**src/rtl/din_sync_filter.sv**
```systemverilog
// Per-channel input synchroniser with optional debounce (DIN_FILTER_DEBOUNCE_EN),
// registered level, rise/fall pulses and a saturating rise-event counter.
module din_sync_filter #(
  parameter int unsigned WIDTH           = 4,
  parameter int unsigned SYNC_STAGES     = 2,
  parameter int unsigned DEBOUNCE_CYCLES = 4,
  parameter int unsigned CNT_W           = 8
) (
  input  logic             clk,
  input  logic             rst,
  input  logic [WIDTH-1:0] din,
  input  logic             clr,
  output logic [WIDTH-1:0] dout,
  output logic [WIDTH-1:0] rise,
  output logic [WIDTH-1:0] fall,
  output logic [CNT_W-1:0] edge_cnt
);

  // Wide enough to hold the counter plus a full-bus popcount without overflow.
  localparam int unsigned SumW = CNT_W + $clog2(WIDTH + 1);

  logic [WIDTH-1:0] sync_q [SYNC_STAGES];
  logic [WIDTH-1:0] s_last;
  logic [WIDTH-1:0] dout_q, dout_d;
  logic [WIDTH-1:0] rise_q, fall_q;
  logic [CNT_W-1:0] cnt_q, cnt_d;
  logic [SumW-1:0]  pop, sum;

  always_ff @(posedge clk) begin
    if (rst) begin
      for (int k = 0; k < int'(SYNC_STAGES); k++) sync_q[k] <= '0;
    end else begin
      sync_q[0] <= din;
      for (int k = 1; k < int'(SYNC_STAGES); k++) sync_q[k] <= sync_q[k-1];
    end
  end

  assign s_last = sync_q[SYNC_STAGES-1];

`ifdef DIN_FILTER_DEBOUNCE_EN
  localparam int unsigned DcntW = $clog2(DEBOUNCE_CYCLES + 1);
  localparam logic [DcntW-1:0] DcntLast = DcntW'(DEBOUNCE_CYCLES - 1);

  logic [DcntW-1:0] dcnt_q [WIDTH];
  logic [DcntW-1:0] dcnt_d [WIDTH];

  // dcnt counts consecutive cycles that s_last disagrees with dout.
  always_comb begin
    dout_d = dout_q;
    for (int i = 0; i < int'(WIDTH); i++) begin
      dcnt_d[i] = '0;
      if (s_last[i] == dout_q[i]) begin
        dcnt_d[i] = '0;
      end else if (dcnt_q[i] == DcntLast) begin
        dout_d[i] = s_last[i];
      end else begin
        dcnt_d[i] = dcnt_q[i] + DcntW'(1);
      end
    end
  end

  always_ff @(posedge clk) begin
    for (int i = 0; i < int'(WIDTH); i++) begin
      if (rst) dcnt_q[i] <= '0;
      else     dcnt_q[i] <= dcnt_d[i];
    end
  end
`else
  assign dout_d = s_last;
`endif

  always_comb begin
    pop = '0;
    for (int i = 0; i < int'(WIDTH); i++) pop = pop + SumW'(rise_q[i]);
    sum = SumW'(cnt_q) + pop;
    if (clr) begin
      cnt_d = '0;
    end else if (sum > SumW'({CNT_W{1'b1}})) begin
      cnt_d = '1;
    end else begin
      cnt_d = sum[CNT_W-1:0];
    end
  end

  always_ff @(posedge clk) begin
    if (rst) begin
      dout_q <= '0;
      rise_q <= '0;
      fall_q <= '0;
      cnt_q  <= '0;
    end else begin
      dout_q <= dout_d;
      rise_q <= dout_d & ~dout_q;
      fall_q <= ~dout_d & dout_q;
      cnt_q  <= cnt_d;
    end
  end

  assign dout     = dout_q;
  assign rise     = rise_q;
  assign fall     = fall_q;
  assign edge_cnt = cnt_q;

endmodule

```
**config.mk**
```make
export PLATFORM = sky130hd
export DESIGN_NAME = din_sync_filter
export DESIGN_NICKNAME = d
export VERILOG_FILES = /design/src/rtl/din_sync_filter.sv
export SDC_FILE = /design/constraint.sdc
export NUM_CORES = 1
export LEC_CHECK = 0
export CAP_MARGIN = 20
export CORE_UTILIZATION = 45
export CTS_CLUSTER_DIAMETER = 120
export CTS_CLUSTER_SIZE = 28
export DETAILED_ROUTE_END_ITERATION = 8
export PLACE_DENSITY = 0.76
export SYNTH_ARGS = -nofsm -noshare
export SYNTH_HDL_FRONTEND = slang
export SYNTH_SLANG_ARGS = --single-unit
```
**constraint.sdc**
```tcl
create_clock -name clk -period 2.6 [get_ports clk]
set_input_delay 0.26 -clock clk [delete_from_list [all_inputs] [get_ports clk]]
set_output_delay 0.26 -clock clk [all_outputs]
set_load 0.05 [all_outputs]
```
==> flow_metrics.py <==
metrics = {
    "route": {
        "vias_per_cell": 4.66,
        "ant_nets": 0,
        "vias": 653,
        "routed_wl_mm": 1.52,
        "drc_errors": 0,
        "drt_iter0_markers": 7,
        "first_pass_iters": 4,
        "wl_per_cell_um": 10.9,
    },
    "clock_tree": {
        "ctsHoldBuffers": 0,
        "cts_resized": 0,
        "post_cts_buffers": 0,
        "insertion_delay_ns": 0.31,
        "clock-root-buffer": "clkbuf_4",
        "cts_tree": "done",
        "htreeDepth": 1,
        "clkTransAtPathRegs_ns": 0.14,
        "clock-sinks": 28,
        "tritoncts.num_buffers": 3,
        "clockBufferDepth": 2,
    },
    "yosys": {
        "yosysSeqAreaShare": 0.578,
        "syn_inst": 84,
        "synth_enable_flop_cells": 0,
        "yosys_warnings": 0,
        "ys_ff_latch": 28,
        "synth_cell_type_count": 24,
        "syn_area_um2": 970,
        "async_flop_share": 0,
        "synth_nets": 95,
        "ys.flop_type": "dfxtp_1",
        "synth_area_per_cell_um2": 11.5,
    },
    "die": {
        "rows": 16,
        "ioPinCount": 27,
        "start_util": 0.484,
        "fp.dieArea_um2": 2340,
        "core_area_um2": 2000,
        "die_h_um": 48.4,
        "die_x_um": 48.4,
    },
    "final_layout": {
        "final_cell_area_um2": 1300,
        "final_common_cell": "dfxtp_1",
        "most-common-layout-cells": "dfxtp_1 (28), clkdlybuf4s50_1 (26), nor2b_1 (16), a21oi_1 (6), inv_1 (5)",
        "nets": 125,
        "drive_above_1_share": 0.0796,
        "final_core_util": 0.649,
        "antenna_cells": 0,
        "syn_to_final_growth_pct": 33.9,
    },
    "critical_path": {
        "crit_path_end_kind": "flip-flop",
        "cp-start-kind": "flip-flop",
        "cp_data_arrival_time_ns": 2.51,
        "cp.required_ns": 2.85,
        "crit_type": "reg2reg",
        "critPathMaxFanout": 5,
    },
    "timing": {
        "relSlewSlack": 0.662,
        "finalCritPeriodShare": 0.866,
        "max_slew.worst_pin.slew_ns": 0.505,
        "rsz0062_at_grt": "false",
        "hold_violations": 0,
        "max_freq_ghz": 0.444,
        "finalClockSkew_ns": 0.00371,
        "setup_viol": 0,
        "fin_setup_tns_ns": 0,
        "whs_ns": 0.424,
        "period_minus_slack_ns": 2.25,
        "drv_slew": 0,
        "layout_setup_ws_ns": 0.348,
    },
    "power_and_ir_drop": {
        "power_leakage_nw": 0.500,
        "ir_worst_vdd_uv": 461,
        "cellPowerDensity_nw_per_um2": 543,
    },
    "min_path": {
        "hold_class": "reg2reg",
    },
    "global_routing": {
        "gr-total-overflow": 0,
        "grt_pass1_wl_mm": 2.70,
        "grtUsageTotal": 0.153,
        "grt_pass1_vias": 641,
        "grt_max_degree": 18,
        "antenna_found_initial": 0,
    },
    "status": {
        "status": "finished clean",
    },
    "job": {
        "cap_violations": 0,
    },
    "placed_design": {
        "dp_hpwl_mm": 1.12,
        "io_buffers": 26,
        "gp_congestion": 0.822,
        "place_ws_ns": 0.353,
        "placed_cell_area_um2": 1260,
    },
}
==> cell usage after synthesis (all sizes together), types with 2 or more instances <==
cell type   n  area [um^2]
dfxtp      28          561
nor2b      17          109
a21oi       6         30.0
inv         5         18.8
nor3b       4         30.0
fa          3         60.1
nand3       2         10.0
nor2        2         7.51
o21ai       2         10.0
xnor2       2         17.5
==> sequential cells by signal, indices dropped and copies added (netlist names) <==
signal    flops
rise          4
fall          4
dout          4
edge_cnt      8
sync_q        8
==> final cells by class <==
cell class	count	area [um^2]
sequential	28	561
tap	27	33.8
inverter	5	18.8
fill	178	703
timing repair buffer	27	268
clock buffer	4	36.3
multi-input combinational	49	382
==> layer usage <==
| metal | vias to the layer above | part of all wire | GRT usage |
|---|---|---|---|
| li1 | 333 | - | - |
| met1 | 299 | 0.48 | 0.186 |
| met2 | 19 | 0.46 | 0.235 |
| met3 | 2 | 0.047 | 0.0377 |
| met4 | 0 | 0.016 | 0.113 |
| met5 | - | 0 | 0 |
==> final timing paths <==
path	startpoint	endpoint	slack, ns	cells past startpoint
max reg2reg	rise[0]	edge_cnt[2]	0.35	8
min	sync_q[0][6]	fall[2]	0.42	1
max	rise[0]	edge_cnt[2]	0.35	8
min reg2reg	sync_q[0][6]	fall[2]	0.42	1
==> cells by family (layout without fill, tap and decap cells) <==
family,after synthesis,count (layout),synth area share
DFF,28,28,0.578
AOI/OAI and AO/OA,11,11,0.0684
and+or+nand+nor,31,31,0.223
xor gates and xnor gates,3,3,0.0271
buffers and inverters,7,36,0.0284
adders and majority gates,4,4,0.0748
==> metrics by stage <==
step | power (mW) | std cells
CTS | 0.714 | 140
global placement | 0.511 | 136
floorplan | 0.488 | 84
global route | 0.739 | 140
detailed placement | 0.513 | 136
finish | 0.706 | 140
==> critical path, cell delays in order (launching register included) <==
cell and delay [ns]:
dfxtp_1 0.35, fa_1 0.54, inv_1 0.05, fa_1 0.40, inv_1 0.09, fa_1 0.22, and4_4 0.26, nand4_4 0.13
a21oi_1 0.16
==> report_power, final <==
group          switching (mW)  leakage (nW)  internal [mW]
combinational          0.0320         0.251         0.0255
sequential            0.00494         0.228          0.440
clock                   0.118        0.0210         0.0855
(Power assumes the default switching activity.)
